### src/rtl/per2bpm_avg_pkg.sv
// Shared constants, FSM encoding and width helpers for the period-to-BPM averager.
`timescale 1ns/1ps
package per2bpm_avg_pkg;

    localparam longint unsigned MIN_NS = 64'd60_000_000_000;

    typedef enum logic [1:0] {
        ST_IDLE  = 2'd0,
        ST_ACCUM = 2'd1,
        ST_DIV   = 2'd2,
        ST_DONE  = 2'd3
    } state_e;

    function automatic longint unsigned min_tp(input longint unsigned tp_cycle);
        return MIN_NS / tp_cycle;
    endfunction

    localparam longint unsigned DEF_MIN_TP = min_tp(64'd5120);
    localparam int DEF_PER_W = $clog2(DEF_MIN_TP + 1);
    localparam int DEF_BPM_W = $clog2(250 + 1);

endpackage

### src/rtl/per2bpm_avg_if.sv
// Period-in / BPM-out bundle between the tap counter, the averager and the display.
`timescale 1ns/1ps
interface per2bpm_avg_if
    import per2bpm_avg_pkg::*;
#(
    parameter int PER_W = DEF_PER_W,
    parameter int BPM_W = DEF_BPM_W
);
    logic [PER_W-1:0] btn_per;
    logic             btn_per_valid;
    logic             btn_per_ready;
    logic [BPM_W-1:0] bpm;
    logic             bpm_valid;
    logic             bpm_sat_hi;
    logic             bpm_sat_lo;

    modport master (
        output btn_per, btn_per_valid,
        input  btn_per_ready, bpm, bpm_valid, bpm_sat_hi, bpm_sat_lo
    );

    modport slave (
        input  btn_per, btn_per_valid,
        output btn_per_ready, bpm, bpm_valid, bpm_sat_hi, bpm_sat_lo
    );
endinterface

### src/rtl/per2bpm_avg_seq_divider.sv
// Restoring divider, one quotient bit per cycle MSB first; done_o marks the final step.
`timescale 1ns/1ps
module seq_divider #(
    parameter int DVD_W = 27,
    parameter int SUM_W = 26
) (
    input  logic             clk_i,
    input  logic             rst_ni,
    input  logic             start_i,
    input  logic             abort_i,
    input  logic [DVD_W-1:0] dividend_i,
    input  logic [SUM_W-1:0] divisor_i,
    output logic             busy_o,
    output logic             done_o,
    output logic [DVD_W-1:0] quotient_o
);
    localparam int CNT_W = $clog2(DVD_W);

    logic [SUM_W-1:0] rem_q, rem_d, dvs_q, diff;
    logic [DVD_W-1:0] dvd_q, dvd_d;
    logic [CNT_W-1:0] cnt_q;
    logic             busy_q, ge;
    logic [SUM_W:0]   rem_sh;

    // Partial remainder stays below the divisor, so SUM_W bits hold it.
    always_comb begin
        rem_sh = {rem_q, dvd_q[DVD_W-1]};
        ge     = (rem_sh >= {1'b0, dvs_q});
        diff   = rem_sh[SUM_W-1:0] - dvs_q;
        rem_d  = ge ? diff : rem_sh[SUM_W-1:0];
        dvd_d  = {dvd_q[DVD_W-2:0], ge};
    end

    always_ff @(posedge clk_i or negedge rst_ni) begin
        if (!rst_ni) begin
            busy_q <= 1'b0;
            cnt_q  <= '0;
            rem_q  <= '0;
            dvd_q  <= '0;
            dvs_q  <= '0;
        end else if (abort_i) begin
            busy_q <= 1'b0;
        end else if (start_i) begin
            busy_q <= 1'b1;
            cnt_q  <= CNT_W'(DVD_W - 1);
            rem_q  <= '0;
            dvd_q  <= dividend_i;
            dvs_q  <= divisor_i;
        end else if (busy_q) begin
            rem_q <= rem_d;
            dvd_q <= dvd_d;
            cnt_q <= cnt_q - CNT_W'(1);
            if (cnt_q == '0) busy_q <= 1'b0;
        end
    end

    assign busy_o     = busy_q;
    assign done_o     = busy_q && (cnt_q == '0);
    assign quotient_o = dvd_d;
endmodule

### src/rtl/per2bpm_avg.sv
// Sliding-window tap-period averager: BPM = round(MIN_TP*n/sum), clamped with saturation flags.
//   state    | meaning
//   ST_IDLE  | ready for a period; handshake registers it
//   ST_ACCUM | update window/sum/n, launch divider (or skip on zero sum)
//   ST_DIV   | DVD_W-cycle restoring division in flight
//   ST_DONE  | one-cycle bpm_valid pulse, back to idle
`timescale 1ns/1ps
module per2bpm_avg
    import per2bpm_avg_pkg::*;
#(
    parameter int TP_CYCLE = 5120,
    parameter int BPM_MAX  = 250,
    parameter int BPM_MIN  = 30,
    parameter int AVG_LOG2 = 2,
    parameter int ROUND    = 1
) (
    input  logic clk_i,
    input  logic rst_ni,
    input  logic clear_i,
    per2bpm_avg_if.slave bus
);
    localparam longint unsigned MIN_TP = min_tp(longint'(TP_CYCLE));
    localparam int PER_W = $clog2(MIN_TP + 1);
    localparam int BPM_W = $clog2(BPM_MAX + 1);
    localparam int SUM_W = PER_W + AVG_LOG2;
    localparam int DVD_W = PER_W + AVG_LOG2 + 1;
    localparam int N     = 1 << AVG_LOG2;
    localparam int PTR_W = (AVG_LOG2 > 0) ? AVG_LOG2 : 1;
    localparam int CNT_W = AVG_LOG2 + 1;

    state_e           state_q;
    logic [PER_W-1:0] per_q;
    logic [PER_W-1:0] win_q [N];
    logic [PTR_W-1:0] ptr_q, ptr_d;
    logic [CNT_W-1:0] n_q, n_d;
    logic [SUM_W-1:0] sum_q, sum_d;
    logic [BPM_W-1:0] bpm_q, bpm_d;
    logic             valid_q, sat_hi_q, sat_lo_q, sat_hi_d, sat_lo_d;
    logic [DVD_W-1:0] dividend, quo;
    logic             div_start, div_busy, div_done;

    always_comb begin
        if (n_q == CNT_W'(N)) begin
            sum_d = sum_q - SUM_W'(win_q[ptr_q]) + SUM_W'(per_q);
            n_d   = n_q;
        end else begin
            sum_d = sum_q + SUM_W'(per_q);
            n_d   = n_q + CNT_W'(1);
        end
        ptr_d    = (ptr_q == PTR_W'(N - 1)) ? '0 : ptr_q + PTR_W'(1);
        dividend = DVD_W'(MIN_TP) * DVD_W'(n_d)
                 + ((ROUND != 0) ? DVD_W'(sum_d >> 1) : '0);
        div_start = (state_q == ST_ACCUM) && !clear_i && (sum_d != '0) && !div_busy;
    end

    always_comb begin
        bpm_d    = quo[BPM_W-1:0];
        sat_hi_d = 1'b0;
        sat_lo_d = 1'b0;
        if (quo > DVD_W'(BPM_MAX)) begin
            bpm_d    = BPM_W'(BPM_MAX);
            sat_hi_d = 1'b1;
        end else if (quo < DVD_W'(BPM_MIN)) begin
            bpm_d    = BPM_W'(BPM_MIN);
            sat_lo_d = 1'b1;
        end
    end

    seq_divider #(.DVD_W(DVD_W), .SUM_W(SUM_W)) u_div (
        .clk_i      (clk_i),
        .rst_ni     (rst_ni),
        .start_i    (div_start),
        .abort_i    (clear_i),
        .dividend_i (dividend),
        .divisor_i  (sum_d),
        .busy_o     (div_busy),
        .done_o     (div_done),
        .quotient_o (quo)
    );

    always_ff @(posedge clk_i or negedge rst_ni) begin
        if (!rst_ni) begin
            state_q  <= ST_IDLE;
            per_q    <= '0;
            ptr_q    <= '0;
            n_q      <= '0;
            sum_q    <= '0;
            for (int i = 0; i < N; i++) win_q[i] <= '0;
            bpm_q    <= '0;
            valid_q  <= 1'b0;
            sat_hi_q <= 1'b0;
            sat_lo_q <= 1'b0;
        end else if (clear_i) begin
            // Result registers deliberately hold across a flush.
            state_q <= ST_IDLE;
            ptr_q   <= '0;
            n_q     <= '0;
            sum_q   <= '0;
            for (int i = 0; i < N; i++) win_q[i] <= '0;
            valid_q <= 1'b0;
        end else begin
            valid_q <= 1'b0;
            case (state_q)
                ST_IDLE: begin
                    if (bus.btn_per_valid) begin
                        per_q   <= bus.btn_per;
                        state_q <= ST_ACCUM;
                    end
                end
                ST_ACCUM: begin
                    win_q[ptr_q] <= per_q;
                    ptr_q        <= ptr_d;
                    n_q          <= n_d;
                    sum_q        <= sum_d;
                    if (sum_d == '0) begin
                        bpm_q    <= BPM_W'(BPM_MAX);
                        sat_hi_q <= 1'b1;
                        sat_lo_q <= 1'b0;
                        valid_q  <= 1'b1;
                        state_q  <= ST_DONE;
                    end else begin
                        state_q  <= ST_DIV;
                    end
                end
                ST_DIV: begin
                    if (div_done) begin
                        bpm_q    <= bpm_d;
                        sat_hi_q <= sat_hi_d;
                        sat_lo_q <= sat_lo_d;
                        valid_q  <= 1'b1;
                        state_q  <= ST_DONE;
                    end
                end
                ST_DONE:  state_q <= ST_IDLE;
                default:  state_q <= ST_IDLE;
            endcase
        end
    end

    assign bus.btn_per_ready = (state_q == ST_IDLE) && !clear_i;
    assign bus.bpm           = bpm_q;
    assign bus.bpm_valid     = valid_q;
    assign bus.bpm_sat_hi    = sat_hi_q;
    assign bus.bpm_sat_lo    = sat_lo_q;
endmodule

### src/flat_wrapper.sv
// flat-port wrapper written by rule: the top's interface ports become plain ports
module per2bpm_avg_flat import per2bpm_avg_pkg::*;
#(
    parameter int TP_CYCLE = 5120,
    parameter int BPM_MAX  = 250,
    parameter int BPM_MIN  = 30,
    parameter int AVG_LOG2 = 2,
    parameter int ROUND    = 1
)
  (clk_i, rst_ni, clear_i, bus_btn_per, bus_btn_per_valid, bus_btn_per_ready, bus_bpm, bus_bpm_valid, bus_bpm_sat_hi, bus_bpm_sat_lo);
  per2bpm_avg_if bus_i ();
  input  logic clk_i;
  input  logic rst_ni;
  input  logic clear_i;
  input wire logic [$bits(bus_i.btn_per)-1:0] bus_btn_per;
  input wire logic [$bits(bus_i.btn_per_valid)-1:0] bus_btn_per_valid;
  output wire logic [$bits(bus_i.btn_per_ready)-1:0] bus_btn_per_ready;
  output wire logic [$bits(bus_i.bpm)-1:0] bus_bpm;
  output wire logic [$bits(bus_i.bpm_valid)-1:0] bus_bpm_valid;
  output wire logic [$bits(bus_i.bpm_sat_hi)-1:0] bus_bpm_sat_hi;
  output wire logic [$bits(bus_i.bpm_sat_lo)-1:0] bus_bpm_sat_lo;
  assign bus_i.btn_per = bus_btn_per;
  assign bus_i.btn_per_valid = bus_btn_per_valid;
  assign bus_btn_per_ready = bus_i.btn_per_ready;
  assign bus_bpm = bus_i.bpm;
  assign bus_bpm_valid = bus_i.bpm_valid;
  assign bus_bpm_sat_hi = bus_i.bpm_sat_hi;
  assign bus_bpm_sat_lo = bus_i.bpm_sat_lo;
  per2bpm_avg #(.TP_CYCLE(TP_CYCLE), .BPM_MAX(BPM_MAX), .BPM_MIN(BPM_MIN), .AVG_LOG2(AVG_LOG2), .ROUND(ROUND)) u_core (.clk_i(clk_i), .rst_ni(rst_ni), .clear_i(clear_i), .bus(bus_i));
endmodule
### config.mk
export PLATFORM = sky130hd
export DESIGN_NAME = per2bpm_avg_flat
export DESIGN_NICKNAME = d
export VERILOG_FILES = /design/src/rtl/per2bpm_avg_pkg.sv /design/src/rtl/per2bpm_avg_if.sv /design/src/rtl/per2bpm_avg_seq_divider.sv /design/src/rtl/per2bpm_avg.sv /design/src/flat_wrapper.sv
export SDC_FILE = /design/constraint.sdc
export NUM_CORES = 1
export LEC_CHECK = 0
export ABC_AREA = 1
export CAP_MARGIN = 20
export CORE_UTILIZATION = 54
export CTS_CLUSTER_SIZE = 10
export DETAILED_ROUTE_END_ITERATION = 16
export GPL_TIMING_DRIVEN = 0
export PLACE_DENSITY = 0.69
export SLEW_MARGIN = 25
export SYNTH_ARGS = -nofsm -noshare
export SYNTH_HDL_FRONTEND = slang
export SYNTH_SLANG_ARGS = --single-unit
### constraint.sdc
create_clock -name clk_i -period 7.55 [get_ports clk_i]
set_clock_uncertainty 0.1 [all_clocks]
set_input_delay 1.51 -clock clk_i [delete_from_list [all_inputs] [get_ports clk_i]]
set_output_delay 1.51 -clock clk_i [all_outputs]
set_load 0.005 [all_outputs]
==> parameters.txt <==
Parameter                              Value

Status
  Result of the run    completed

Logic synthesis
  Most used standard cell by instance count after synthesis    sky130_fd_sc_hd__nand2_1
  EDFF count, synth    0
  Total nets after synthesis    roughly 2,800
  Register bit total from synthesis    249
  Main flop type after synthesis    sky130_fd_sc_hd__dfrtp_1
  Area leader, netlist    sky130_fd_sc_hd__dfrtp_1
  Leading cell types by total area after synthesis    sky130_fd_sc_hd__dfrtp_1 (34%), sky130_fd_sc_hd__nand2_1 (12%), sky130_fd_sc_hd__ha_1 (8.1%)
  Share of the yosys chip area belonging to registers    33.51%
  Number of instances in the synthesized netlist    2,626
  Post-Syn Area    18,600 µm²
  Number of library cell types mapped by synthesis    56
  Synth warnings    0
  Proportion of synthesized flip-flops having asynchronous set or reset    100.0%
  Area share of the largest cell type after synthesis    33.51%
  Avg Cell Area, Syn    just over 7 µm²
  Most used standard cells in the synthesized netlist    sky130_fd_sc_hd__nand2_1 (615), sky130_fd_sc_hd__inv_1 (374), sky130_fd_sc_hd__dfrtp_1 (249)

Place
  Post-DP HPWL    about 48,000 µm
  Number of placed cells counting well taps    3,115
  Number of input and output port buffers inserted    39
  Placement Cell Area    ~20,000 µm²
  RePlAce Congestion    approximately 1

Route
  Ratio of routed vias to standard cells    between 5 and 6
  Detailed-routing iteration count for the pre-antenna-repair pass    5
  Amount of wire on met2 after detailed routing    28,680 µm
  Met3 wire length    3581 µm
  Routed WL per cell    19.05 µm
  Total number of vias    approximately 18,000
  Overall routed net length    60,130 µm
  Violation count after the first detailed-routing iteration    1,497
  DRT antenna net count    0
  Top routing layer in use    met5
  Total DRC errors in the routed layout    0
  WL met1    25,430 µm

Floorplan
  Standard-cell rows    67
  Die area    approximately 35,000 µm²
  Top-level port count    40
  Die H    187.6 µm
  Horiz. Die Dim    between 150 and 200 µm
  Core outline area    33,700 µm²
  Starting utilization of the core area    approximately 55%

Finish
  Post-Route Utilization    about three fifths
  # fillers    3,265
  Area growth syn-to-layout    10.23%
  Share of final-layout standard cells stronger than drive strength 1    roughly 4.3%
  Post-Layout Inst Area    20,500 µm²
  Total Nets Final    roughly 2,900
  Count of placed standard cells in the final layout, fillers left out    3,157
  Antenna diode instance count    0

Global route
  Pin count of the biggest net entering global routing    93
  Vias in the first global route    17,520
  Global router's overall resource usage    34.89%
  First-pass GRT wire length    around 96,000 µm
  Initial antenna violation count    1
  Overflow left after global routing    0

Clock network
  H-tree level count    1
  CTS buffer count    30
  CTS sink cnt    249
  Number of gates resized after CTS    0
  Total of hold buffers inserted after clock tree synthesis    0
  Clk pin slew, worst setup/hold paths    0.06 ns
  Clock root buffer    sky130_fd_sc_hd__clkbuf_16
  Number of buffers on the longest clock path    3
  Clock tree from TritonCTS    built
  Number of buffers inserted to repair setup after CTS    0
  Worst-Skew Late Latency    0.59 ns

Min path
  Worst hold path type    flop to flop
  Cell depth of the worst hold path    2

Timing
  Setup repair after global routing missed its margin    no
  Slew at the pin closest to its max-slew limit    0.8726 ns
  Worst max-slew margin expressed relative to the limit    41.61%
  Final setup violation count    0
  Shortest clock period the worst path allows after layout    6.264 ns
  Max Transition Viols Final    0
  Hold Vio Cnt, Final    0
  Ratio of final minimum period to clock period    82.97%
  Fmax    159.6 MHz
  Minimum hold slack    0.3750 ns

Worst setup path
  Depth of the worst register-to-register path    34
  CP Launch Type    flop
  Most numerous cell on the critical path    sky130_fd_sc_hd__nand2_1
  WS Path Type    flop to flop
  Cell at the slowest stage of the critical path    sky130_fd_sc_hd__fa_1
  Arrival time of data at the critical path endpoint    6.61 ns
  Slowest Stage Delay on Critical Path    between 0.4 and 0.5 ns
  Category of the worst setup path capture point    flop
  Critical path data required time    7.90 ns
  Largest fanout on the critical path    10

Run
  Max Cap Viol    0
## kinds of logic (layout without fill, tap and decap cells)
kind of cell             count (synthesis)  after routing  share of synthesized area [%]
flip-flops                             249            249                          33.51
AO/OA/AOI/OAI                          503            503                          15.15
XOR/XNOR                                54             54                          2.624
adder cells (fa/ha/maj)                151            151                          11.41
AND/OR/NAND/NOR                       1176           1176                          26.97
buffers and inverters                  493            576                          10.35
## final timing paths
| path | from | to | slack [ns] |
|---|---|---|---|
| worst max register to register | u_core.ptr_q[0]$_DFFE_PN0P_ | u_core.u_div.dvd_q[25]$_DFFE_PN0P_ | 1.29 |
| worst min register to register | u_core.bus.bpm_sat_hi$_DFFE_PN0P_ | u_core.bus.bpm_sat_hi$_DFFE_PN0P_ | 0.37 |
| worst max-delay path | u_core.ptr_q[0]$_DFFE_PN0P_ | u_core.u_div.dvd_q[25]$_DFFE_PN0P_ | 1.29 |
| worst min-delay path | u_core.bus.bpm_sat_hi$_DFFE_PN0P_ | u_core.bus.bpm_sat_hi$_DFFE_PN0P_ | 0.37 |
| min in group asynchronous | rst_ni | u_core.u_div.rem_q[13]$_DFFE_PN0P_ | 0.84 |
| max in group asynchronous | rst_ni | u_core.u_div.dvd_q[18]$_DFFE_PN0P_ | 5.61 |
## per-layer routing
layer / GRT usage [%] / vias to the layer above
met3: 3.313 / 107
met4: 13.48 / 2
li1: - / 8709
met5: 0 / -
met2: 59.60 / 590
met1: 45.73 / 8658
## registers in the layout, summed over array words and instances (netlist names), 2 cells and up
register and cells:
u_core.n_q 3, u_core.state_q 2, u_core.win_q 96, u_core.bus.bpm 8, u_core.ptr_q 2, u_core.u_div.dvd_q 27, u_core.sum_q 26, u_core.u_div.cnt_q 5
u_core.u_div.dvs_q 26, u_core.per_q 24, u_core.u_div.rem_q 26
## area by class of cell
class / instances / area, µm² / share of cell area, %
buffer: 93 / 422.9 / 2.063
tap: 448 / 560.5 / 2.735
timing repair buffer: 41 / 450.4 / 2.197
sequential: 249 / 6231 / 30.40
inverter: 400 / 1501 / 7.325
clock buffer: 39 / 825.8 / 4.029
multi-input combinational: 1884 / 10440 / 50.94
clock inverter: 3 / 65.06 / 0.3174
## worst max-delay path: cells and delay by family (launching register included)
family	cells	cell delay, ns
adders and majority gates	3	1.14
AOI/OAI and AO/OA	5	1.00
and+or+nand+nor	22	2.47
DFF	1	0.45
buffers and inverters	4	0.95
## cell usage in the layout, fill, tap and decap left out, drive strengths merged, types with 24 or more instances in the layout
cell type,count
nand2,624
inv,397
nand3,253
dfrtp,249
o21ai,243
nor2,220
a21oi,126
ha,120
clkbuf,106
o22ai,62
clkdlybuf4s50,38
fa,31
buf,29
xnor2,27
xor2,27
nor3,25
nand4,24
## per-stage QoR
stage,TNS (ns),setup WS (ns)
floorplan,0,2.362
global placement,-1503.21,-6.076
detailed placement,0,1.426
CTS,0,1.401
global route,0,0.7649
finish,0,1.286
Power is not shown: default switching activity piles up to over one toggle a cycle in this logic, so the estimate is an artifact.
